[src/rtl/sfu_add_arbiter.sv]
// Round-robin share of one fp16 add/sub pipe among NUM_REQ requesters.
// Define SFU_ADD_ARB_STATS_EN to add issue/stall counters.
module sfu_add_arbiter #(
  parameter int NUM_REQ  = 4,
  parameter int PIPE_LAT = 2,
  parameter int IDX_W    = $clog2(NUM_REQ)
) (
  input  logic                     clk,
  input  logic                     rst,
  input  logic [NUM_REQ-1:0]       req_valid,
  output logic [NUM_REQ-1:0]       req_ready,
  input  logic [NUM_REQ-1:0][15:0] req_op_a,
  input  logic [NUM_REQ-1:0][15:0] req_op_b,
  input  logic [NUM_REQ-1:0]       req_mode,
  output logic [NUM_REQ-1:0]       rsp_valid,
  input  logic [NUM_REQ-1:0]       rsp_ready,
  output logic [NUM_REQ-1:0][15:0] rsp_data,
  output logic                     add_issue,
  output logic [15:0]              add_op_a,
  output logic [15:0]              add_op_b,
  output logic                     add_mode,
  input  logic [15:0]              add_res,
  output logic                     busy
`ifdef SFU_ADD_ARB_STATS_EN
  ,
  output logic [31:0]              stat_issue_cnt,
  output logic [31:0]              stat_stall_cnt
`endif
);

  logic [IDX_W-1:0]                ptr_q, ptr_d;
  logic [PIPE_LAT-1:0]             tag_v_q;
  logic [PIPE_LAT-1:0][IDX_W-1:0]  tag_idx_q;
  logic [NUM_REQ-1:0]              rsp_valid_q, rsp_valid_d;
  logic [NUM_REQ-1:0][15:0]        rsp_data_q, rsp_data_d;
  logic [NUM_REQ-1:0]              inflight;
  logic [NUM_REQ-1:0]              elig;
  logic                            gnt;
  logic [IDX_W-1:0]                gnt_idx;

  function automatic logic [IDX_W-1:0] rr_idx(
    input logic [IDX_W-1:0] p,
    input int               k
  );
    int s;
    s = (int'(p) + k) % NUM_REQ;
    return s[IDX_W-1:0];
  endfunction

  always_comb begin
    inflight = '0;
    for (int s = 0; s < PIPE_LAT; s++) begin
      if (tag_v_q[s]) inflight[tag_idx_q[s]] = 1'b1;
    end
  end

  assign elig = req_valid & ~inflight & ~rsp_valid_q;

  always_comb begin
    gnt     = 1'b0;
    gnt_idx = '0;
    for (int k = 0; k < NUM_REQ; k++) begin
      if (!gnt && elig[rr_idx(ptr_q, k)]) begin
        gnt     = 1'b1;
        gnt_idx = rr_idx(ptr_q, k);
      end
    end
  end

  always_comb begin
    req_ready = '0;
    add_op_a  = '0;
    add_op_b  = '0;
    add_mode  = 1'b0;
    ptr_d     = ptr_q;
    if (gnt) begin
      req_ready[gnt_idx] = 1'b1;
      add_op_a = req_op_a[gnt_idx];
      add_op_b = req_op_b[gnt_idx];
      add_mode = req_mode[gnt_idx];
      ptr_d    = rr_idx(gnt_idx, 1);
    end
  end

  assign add_issue = gnt;

  // Last tag stage lines up with add_res.
  always_comb begin
    rsp_valid_d = rsp_valid_q & ~rsp_ready;
    rsp_data_d  = rsp_data_q;
    if (tag_v_q[PIPE_LAT-1]) begin
      rsp_valid_d[tag_idx_q[PIPE_LAT-1]] = 1'b1;
      rsp_data_d[tag_idx_q[PIPE_LAT-1]]  = add_res;
    end
  end

  always_ff @(posedge clk) begin
    if (rst) begin
      ptr_q       <= '0;
      tag_v_q     <= '0;
      tag_idx_q   <= '0;
      rsp_valid_q <= '0;
      rsp_data_q  <= '0;
    end else begin
      ptr_q        <= ptr_d;
      tag_v_q[0]   <= gnt;
      tag_idx_q[0] <= gnt_idx;
      for (int s = 1; s < PIPE_LAT; s++) begin
        tag_v_q[s]   <= tag_v_q[s-1];
        tag_idx_q[s] <= tag_idx_q[s-1];
      end
      rsp_valid_q <= rsp_valid_d;
      rsp_data_q  <= rsp_data_d;
    end
  end

  assign rsp_valid = rsp_valid_q;
  assign rsp_data  = rsp_data_q;
  assign busy      = (|tag_v_q) | (|rsp_valid_q);

`ifdef SFU_ADD_ARB_STATS_EN
  logic [31:0] issue_cnt_q, issue_cnt_d;
  logic [31:0] stall_cnt_q, stall_cnt_d;

  always_comb begin
    issue_cnt_d = issue_cnt_q;
    stall_cnt_d = stall_cnt_q;
    if (gnt) issue_cnt_d = issue_cnt_q + 32'd1;
    if (!gnt && (|req_valid)) stall_cnt_d = stall_cnt_q + 32'd1;
  end

  always_ff @(posedge clk) begin
    if (rst) begin
      issue_cnt_q <= '0;
      stall_cnt_q <= '0;
    end else begin
      issue_cnt_q <= issue_cnt_d;
      stall_cnt_q <= stall_cnt_d;
    end
  end

  assign stat_issue_cnt = issue_cnt_q;
  assign stat_stall_cnt = stall_cnt_q;
`endif

endmodule
[config.mk]
export PLATFORM = sky130hd
export DESIGN_NAME = sfu_add_arbiter
export DESIGN_NICKNAME = d
export VERILOG_FILES = /design/src/rtl/sfu_add_arbiter.sv
export SDC_FILE = /design/constraint.sdc
export NUM_CORES = 1
export LEC_CHECK = 0
export CORE_MARGIN = 1.5
export CORE_UTILIZATION = 35
export DETAILED_ROUTE_END_ITERATION = 12
export GPL_TIMING_DRIVEN = 1
export PLACE_DENSITY = 0.82
export SLEW_MARGIN = 10
export SYNTH_ARGS = -nofsm -noshare
export SYNTH_HDL_FRONTEND = slang
export SYNTH_SLANG_ARGS = --single-unit
[constraint.sdc]
create_clock -name clk -period 3.2 [get_ports clk]
set_clock_uncertainty 0.05 [all_clocks]
set_input_delay 0.32 -clock clk [delete_from_list [all_inputs] [get_ports clk]]
set_output_delay 0.32 -clock clk [all_outputs]
set_load 0.02 [all_outputs]
==> flow_summary.toml <==
[global_route]
grt_use_total = 0.2804
grt_antenna_before_repair = 1
overflow = 0
grt_pass1_wl_um = 24340
grt_max_degree = 45
grt_pass1_vias = 4543

[cells_and_area]
final_util = 0.6724
final_cell_count_no_fill = 893
syn_to_final_growth_pct = 86.14
nets = 913
drive_above_1_share = 0.1429

[yosys]
synthCells = 478
avgSynthCellArea_um2 = 7.837
syn_nets = 640
yosysSeqAreaShare = 0.4061
synthArstFlopShare = 0
synth_edf_count = 0
ys_ff_latch = 76
syn-cell-area_um2 = 3746
synthDistinctLibCells = 39
yosysWarnings = 0
synth_ff_type = "dfxtp_1"

[die]
die_area_um2 = 11330
initial_core_util = 0.3612
die_w_um = 106.5
die_h_um = 106.5
ios = 265
fp-row-count = 37
coreArea_um2 = 10370

[detailed_routing]
drt-initial-drc-count = 251
drt-total-wl_um = 16540
wl_per_cell_um = 18.52
routed_via_density = 5.358
drc = 0
vias = 4785
dr.pass1.iters = 4
drt.antenna.violating_nets = 0

[sta]
grt_setup_unrepaired = "yes"
tightest_slew_ns = 0.6898
setup_viol = 0
slew_viol_final = 0
whs_ns = 0.4058
hold_violations = 0
relSlewSlack = 0.5401
fmax_mhz = 315.6
post-route-min-period_ns = 3.168
timing.final.crit_share = 0.9901

[setup_path]
critPathMostFrequentCell = "buf_4"
regToRegSetupSlack_ns = 0.80
crit_chain = "nor3b_4, or3_4, a211oi_2, or4_4, buf_6, buf_4, a221oi_2, a21oi_2, buf_4, buf_12"
rr_worst_depth = 8
endpoint = "add_op_b[15]"
slowest_delay_ns = 0.57
r2r-end = "ptr_q[1]$_SDFFE_PP0P_"
critPathTopFamily = "simple AND/OR/NAND/NOR gates"
startpoint = "tag_idx_q[2]$_SDFF_PP0_"
rr_startpoint = "rsp_valid[0]$_SDFF_PP0_"
endpoint_kind = "output port"
cp.buffers_inverters = 4
worstSetupPathType = "register to output port"
crit_slowest_cell = "or4_4"
cp.depth = 10
critPathMaxFanout = 7
worstPathRequired_ns = 2.83
startpoint_type = "register"
cp_data_arrival_time_ns = 2.80

[clock_tree]
clock_sinks = 76
cts_buffers = 9
cts.clk_slew.worst_paths_ns = 0.08
clock_latency_ns = 0.33
cts_tree = "done"
ctsHoldBuffers = 0
htreeDepth = 3
cts_root_buffer = "clkbuf_8"
clockBufferDepth = 2

[place]
gp_congestion = 0.9284
place_inst = 868
port-buffer-count = 264
dp.final_hpwl_um = 12960

[power]
p_leak_nw = 2.588
pwr_density_cell_nw_per_um2 = 551.2
ir_drop_v = 0.0003469

[status]
outcome = "finished clean"

[job]
maxCapViolations = 0

[worst_hold_path]
hp-class = "register to register"
==> layout make-up <==
cell class | instances | area, µm²
repair buffers | 305 | 2948
clock buffers | 9 | 123.9
inverters | 2 | 7.507
diodes | 1 | 2.502
multi-input cells | 357 | 2113
well taps | 136 | 170.2
clock inverters | 7 | 75.07
fillers | 834 | 3397
flip-flops and latches | 76 | 1533
==> report_power, final <==
| part | internal [mW] | switching (mW) | leakage [nW] |
|---|---|---|---|
| Clock | 0.366 | 0.358 | 0.104 |
| Sequential | 0.985 | 0.0458 | 0.618 |
| Combinational | 0.968 | 1.12 | 1.87 |
==> flip-flops by register name (all words and copies together) (netlist names) <==
register and cells:
tag_idx_q 4, rsp_data 64, tag_v_q 2, rsp_valid 4, ptr_q 2
==> synth_stat cells, types with 2 or more instances <==
cell type / number / area, µm²
ha_1: 4 / 50.05
a22oi_1: 33 / 247.7
nand2b_1: 6 / 37.54
nor2b_1: 5 / 31.28
nor4_1: 2 / 12.51
nand3b_1: 3 / 22.52
buf_6: 2 / 22.52
nand3_1: 3 / 15.01
a211oi_1: 2 / 15.01
and2_1: 4 / 25.02
buf_2: 10 / 50.05
nand2_1: 131 / 491.7
dfxtp_1: 76 / 1521
nor3_1: 3 / 15.01
a21oi_1: 101 / 505.5
clkbuf_1: 29 / 108.9
nand4b_1: 2 / 17.52
inv_1: 2 / 7.510
a221oi_2: 10 / 150.1
nor2_1: 7 / 26.28
a221oi_1: 23 / 201.4
and3_1: 3 / 18.77
==> worst min-delay path, stage by stage, from the launching register on <==
cell     delay [ns]
dfxtp_1        0.31
nand2_1        0.05
a21oi_1        0.05
==> timing repair <==
item | in CTS | in global routing
hold endpoints to repair | 0 | 0
setup buffers | 3 | 5
pin swaps | 1 | 8
resized for setup | 62 | 42
endpoints found under the setup margin | 35 | 31
==> worst min-delay path by stage <==
stage / from / endpoint / cells after the start
after global routing: rsp_data[43]$_SDFFE_PP0P_ / rsp_data[43]$_SDFFE_PP0P_ / 2
after CTS: rsp_data[31]$_SDFFE_PP0P_ / rsp_data[31]$_SDFFE_PP0P_ / 2
after detailed placement: rsp_data[43]$_SDFFE_PP0P_ / rsp_data[43]$_SDFFE_PP0P_ / 2
final: rsp_data[31]$_SDFFE_PP0P_ / rsp_data[31]$_SDFFE_PP0P_ / 2
after global placement: rsp_data[59]$_SDFFE_PP0P_ / rsp_data[59]$_SDFFE_PP0P_ / 2
after floorplan: add_res[0] / rsp_data[0]$_SDFFE_PP0P_ / 2
==> cells by family after synthesis <==
group                      share of synthesized area
muxes                                       0.002672
and+or+nand+nor                               0.2141
DFF                                           0.4061
buffers and inverters                        0.05344
adders and majority gates                    0.01336
AOI/OAI and AO/OA                             0.3103
==> placed cells by master (no fill, tap or decap), types with 7 or more instances in the layout <==
master | Yosys | layout
nand2_1 | 131 | 131
clkbuf_8 | 0 | 9
a21oi_1 | 101 | 100
a22oi_1 | 33 | 33
a221oi_2 | 10 | 14
buf_4 | 1 | 35
dfxtp_1 | 76 | 73
nor2_1 | 7 | 7
dlygate4sd2_1 | 0 | 13
buf_12 | 0 | 7
a221oi_1 | 23 | 19
clkdlybuf4s50_1 | 0 | 226
buf_2 | 10 | 10
==> stage by stage <==
step | area (µm²) | setup TNS (ns) | setup slack (ns) | total power, mW
after floorplan | 3746 | 0 | 0.5693 | 2.134
after global placement | 6698 | -1.350 | -0.08175 | 3.170
after detailed placement | 6698 | -3.246 | -0.1547 | 3.192
after CTS | 6927 | 0 | 0.004243 | 3.839
after global routing | 6973 | -0.4749 | -0.06210 | 4.050
final | 6973 | 0 | 0.03156 | 3.843
==> layer usage <==
| layer | global-route usage | vias to the layer above | routed length, µm |
|---|---|---|---|
| met5 | 0 | - | 0 |
| met2 | 0.5092 | 240 | 8643 |
| met1 | 0.3244 | 2246 | 6307 |
| met3 | 0.05028 | 34 | 1124 |
| li1 | - | 2265 | - |
| met4 | 0.1105 | 0 | 465 |
(Power assumes the default switching activity.)
==> variant 1: new RTL, config.mk and constraints unchanged <==
`NUM_REQ`: 4 -> 8.
--- a/src/rtl/sfu_add_arbiter.sv
+++ b/src/rtl/sfu_add_arbiter.sv
@@ -3,3 +3,3 @@
 module sfu_add_arbiter #(
-  parameter int NUM_REQ  = 4,
+  parameter int NUM_REQ  = 8,
   parameter int PIPE_LAT = 2,
Ports: changed (8 resized); port bits go from 265 to 477. No check against the original RTL was run, so the function may have changed too.
==> variant 1 against the original RTL <==
The run now ends with setup timing left; final area increased by 150%; sequential cell count grew 71; setup slack got worse by 1.4 ns; wire length grew to 3.0 times the old value; sequential power is 95% higher; maximum frequency decreased by 30%; synthesized area is 150% higher; power grew to 6.5 times the old value; synthesized cell count grew 140%; combinational power grew to 10 times the old value; largest cell class unchanged; largest power group unchanged; highest routed layer is now met5.
==> variant 1: results (changes against the original RTL) <==
- Yosys attributes the largest share of cell area to dfxtp_1, nand2_1, a21oi_1.
- The number of global-route vias before repair came to 11,500 (+150%).
- The post-synthesis sequential area ratio is 31.6% (-9.0 points).
- The number of nets in the finished design was 2,024 (+120%).
- The total CTS buffers came to 17 (+8).
- The standard cell area after detailed placement is 0.0152 mm^2 (+130%).
- The total routed wirelength is 49.6 mm (+200%).
- The via count normalized by instance count is 5.57 (+4.0%).
- The wire length of the first global-routing pass is 72.3 mm (+200%).
- The total iterations of the first detailed-routing run was 5 (+1).
- The static power due to leakage is 6.55 nW (+150%).
- The post-cts repair resize count is 310 (+400%).
- The total routing resource utilization after global routing was 34.3% (+6.2 points).
- The average cell area after synthesis is 8.24 um^2 (+5.1%).
- The final reports fail on setup timing.
- The worst ir drop on vdd was 2.73 mV (+690%).
- The fraction of synthesized area in multiplexers is 17.0% (+17 points).
- The share of cells above drive strength 1 was 27.2% (+13 points).
- The count of routing violations after the opening detailed-route iteration is 840 (+230%).
- The met3 capacity usage during global routing came to 10.9% (+5.8 points).
- The least setup slack across all paths after layout is -1.32 ns (-1.35 ns).
- The switching fraction of total power came to 43.3% (+3.7 points).
- The path class of the tightest hold or removal check is input pin to flip-flop.
- The flow ran to the end, but the final reports show violations.
- The synthesized-area fraction occupied by xor and xnor cells is 0.282% (+0.28 points).
- The total instance count after detailed placement is 1,954 (+130%).
- The per-cell routed wire length is 23.8 um (+29%).
- The master cell of the clock root buffer is clkbuf_16.
- The final weighted congestion in routability-driven placement is 1.06 (+14%).
- The number of port buffers came to 476 (+80%).
- The final setup violation count is 44 (+44).
- The commonest cells after synthesis are nand2_1, dfxtp_1, a21oi_1, clkbuf_1, mux2i_1.
- The H-tree depth is 4 (+1).
- The initial antenna violation count is 16 (+15).
- The relative max-transition margin is 39.4% (-15 points).
- The compound-cell area share of the yosys netlist was 22.2% (-8.9 points).
-- variant 1: cell count changes in the layout (fill, tap and decap cells not counted), sizes merged, moves of 16 or more --
| cell | change |
|---|---|
| a21bo | +32 |
| mux2 | +66 |
| a221oi | -29 |
| nand2 | +140 |
| a21oi | +43 |
| clkdlybuf4s50 | +207 |
| mux4 | +16 |
| dfxtp | +71 |
| nand3 | +37 |
| mux2i | +46 |
| o21ai | +36 |
| o211ai | +32 |
| buf | +199 |
-- variant 1: logic make-up (layout without fill, tap and decap cells) --
kind of cell	after synthesis	in the layout
AOI/OAI and AO/OA	309	309
adders and majority gates	3	3
and+or+nand+nor	417	417
DFF	147	147
buffers and inverters	122	728
xor gates and xnor gates	3	3
other	0	11
muxes	129	129
-- variant 1: routing by layer --
layer | share of wire, % | routed length, um | up-vias
met3 | 10 | 4990 | 143
met4 | 5.1 | 2530 | 2
li1 | - | - | 5228
met2 | 47 | 23500 | 672
met5 | 0.026 | 13 | -
met1 | 38 | 18600 | 5555
-- variant 1: power by group through the flow --
stage          clock network, mW  logic [mW]  registers [mW]
6_report                    2.04        20.8            2.01
5_1_grt                     2.13        21.7            2.02
3_5_place_dp                   0        15.6            2.04
4_1_cts                     2.06        19.5            2.01
2_1_floorplan                  0        9.24            2.07
3_3_place_gp                   0        15.4            2.04
-- variant 1: critical path, cell delays in order, from the launching register on --
cell and delay [ns]:
dfxtp_4 0.39, buf_6 0.12, nand4bb_1 0.15, and4b_2 0.37, mux2i_1 0.13, mux4_2 0.54, mux4_2 0.35, a21oi_4 0.18
o221ai_4 0.16, buf_6 0.16, nor4_4 0.39, buf_12 0.17, buf_6 0.10, buf_6 0.08, a22oi_2 0.06, o211ai_1 0.16
buf_4 0.22
-- variant 1: path summary, 6_finish.rpt --
| path | startpoint | endpoint | slack, ns | depth (start not counted) |
|---|---|---|---|---|
| setup / recovery | tag_idx_q[2] | add_op_b[15] | -1.32 | 16 |
| hold / removal | rst | ptr_q[1] | 0.37 | 2 |
| setup reg to reg | tag_idx_q[2] | ptr_q[2] | -0.32 | 17 |
| hold reg to reg | rsp_data[81] | rsp_data[81] | 0.40 | 2 |
-- variant 1: area by class of cell --
class	count	area share, %
Antenna cell	11	0.159
Clock buffer	18	2.53
Clock inverter	14	0.932
Inverter	7	0.181
Multi-Input combinational cell	861	36.3
Sequential cell	147	17.1
Tap cell	335	2.42
Timing Repair Buffer	688	40.3
Timing Repair inverter	1	0.0650
-- variant 1: per-stage QoR --
stage | utilization (%) | hold WS (ns)
after CTS | 65.0 | 0.327
after detailed placement | 58.4 | 0.395
after global placement | 58.4 | 0.391
after floorplan | - | 0.452
after global routing | 66.5 | 0.366
final | 66.5 | 0.365
==> variant 2: new RTL, same settings <==
Made on the original files. Register the input `req_mode` before use, without a reset. The logic sees it one clock later. The other inputs are not delayed to match.
--- a/src/rtl/sfu_add_arbiter.sv
+++ b/src/rtl/sfu_add_arbiter.sv
@@ -29,2 +29,8 @@
 );
+
+  logic [NUM_REQ-1:0] req_mode_q;
+
+  always_ff @(posedge clk) begin
+    req_mode_q <= req_mode;
+  end
 
@@ -79,3 +85,3 @@
       add_op_b = req_op_b[gnt_idx];
-      add_mode = req_mode[gnt_idx];
+      add_mode = req_mode_q[gnt_idx];
       ptr_d    = rr_idx(gnt_idx, 1);
Formal check against the unedited RTL: not equivalent (Yosys sat finds a counterexample within 4 cycles, from zero or initial values and one cycle with rst high).
==> variant 2 against the original RTL <==
Power down 1.5%; final area rose by 2.2%; sequential cell count rose by 4; synthesized area rose by 5.8%; setup slack improved by 0.068 ns; synthesized cell count down 0.63%; critical path depth fell by 2; wire length decreased by 2.4%; critical path type unchanged; critical endpoint is now add_op_b[11]; largest power group unchanged.
==> variant 2: results (changes against the original RTL) <==
- The flow ran to the end, and the final reports show no timing, DRC or antenna violations.
- The post-CTS setup-driven buffer insertion count is 1 (-2).
- The flip-flop count of the largest register, all copies and words added was 64 (unchanged).
- The count of routing violations after the opening detailed-route iteration is 254 (+1.2%).
- The initial antenna violation count is 0 (-1).
- The H-tree depth is 3 (unchanged).
- The largest incremental delay on the critical path was 0.42 ns (-0.15 ns).
- The static power due to leakage is 2.78 nW (+7.3%).
- The number of cells on the worst hold path is 1 (-1).
- The net switching power figure is 1.33 mW (-13%).
- The worst ir drop on vdd is 0.341 mV (-1.6%).
- The net count after synthesis is 637 (-0.47%).
- The post-cts repair resize count is 39 (-37%).
- The share of cells above drive strength 1 is 7.94% (-6.3 points).
- The worst reg-to-reg path cell count is 9 (+1).
- The per-cell routed wire length was 18.3 um (-1.3%).
- The via count normalized by instance count is 5.18 (-3.3%).
- The maximum number of pins on one net before global-route repair is 56 (+24%).
- The final weighted congestion in routability-driven placement is 0.829 (-11%).
- The post-synthesis sequential area ratio is 40.4% (-0.21 points).
- The relative max-transition margin is 28.6% (-25 points).
- The total routing resource utilization after global routing is 25.0% (-3.0 points).
- The number of synthesis warnings is 0 (unchanged).
- The total CTS buffers came to 9 (unchanged).
- After clock tree synthesis, the clock-pin slew on the worst setup and hold paths is 0.07 ns.
- The number of diodes was 0 (-1).
- The master cell of the clock root buffer is clkbuf_16.
- The number of nets in the finished design came to 900 (-1.4%).
- The largest fanout of any net on the critical path is 10 (+3).
- The arrival time of data at the critical path endpoint is 2.73 ns (-0.07 ns).
- The number of port buffers was 264 (unchanged).
- The number of global-route vias before repair is 4,427 (-2.6%).
- The pre-CTS worst setup slack came to 0.0216 ns (+0.176 ns).
- The maximum number of buffers from clock root to sink is 2 (unchanged).
- The number of distinct standard cells referenced by the synthesized netlist was 41 (+5.1%).
- By count the netlist is led by nand2_1, dfxtp_1, a21oi_1, mux2i_1, o22ai_1.
- The largest individual stage delay along the critical path comes from the cell or3b_4.
- The proportion of register bits with asynchronous set or reset after synthesis came to 0% (unchanged).
- The wire length of the first global-routing pass is 22.9 mm (-5.8%).
- The post-DP HPWL is 12.1 mm (-7.0%).
- By area the synthesized netlist is led by dfxtp_1, mux2i_1, nand2_1.
- The clock latency at the later pin of the worst-skew pair is 0.33 ns (about the same).
- The classification of the worst-slack hold path is input pin to flip-flop.
variant 2: power by group through the flow:
stage / clock network [mW] / registers (mW) / logic (mW)
6_report: 1.04 / 1.08 / 1.66
5_1_grt: 1.09 / 1.09 / 1.76
4_1_cts: 1.06 / 1.07 / 1.60
3_5_place_dp: 0 / 1.10 / 1.71
3_3_place_gp: 0 / 1.09 / 1.68
2_1_floorplan: 0 / 1.10 / 0.929
variant 2: path summary, 6_finish.rpt:
check,startpoint,end,slack [ns]
worst min register to register,rsp_data[44],rsp_data[44],0.40
worst max-delay path,tag_v_q[1],add_op_b[11],0.1
worst min-delay path,req_mode[3],req_mode_q[3],0.39
worst max register to register,tag_idx_q[1],ptr_q[1],0.80
variant 2: per-stage QoR:
stage	hold WS, ns	instance area [um^2]	instances	util, %	setup TNS, ns
6_report	0.386	7120	883	65.1	0
5_1_grt	0.388	7120	883	65.1	-0.0719
4_1_cts	0.375	7050	880	64.5	0
3_5_place_dp	0.395	6780	863	62.0	0
3_3_place_gp	0.391	6780	863	62.0	0
2_1_floorplan	0.298	3960	475	-	0
variant 2: area by class of cell:
cell class,count,area (um^2)
clock inverters,7,78.8
clock buffers,9,225
repair buffers,288,2830
well taps,140,175
fillers,917,3810
multi-input cells,356,2190
flip-flops and latches,80,1600
inverters,3,11.3
variant 2: logic make-up (layout without fill, tap and decap cells):
logic type      after synthesis  after routing  share of synthesized area [%]
simple gates                171            171                           19.5
compound gates              112            113                           15.9
flops                        80             80                           40.4
mux                          68             68                           17.2
buf+inv                      40            307                           5.68
fa+ha+maj                     4              4                           1.26
variant 2: per-layer routing:
layer,share of wire [%],global-route usage (%),vias up
li1,-,-,2179
met4,2.3,9.18,0
met5,0,0,-
met3,6.4,4.92,30
met2,52,43.2,221
met1,40,30.8,2147
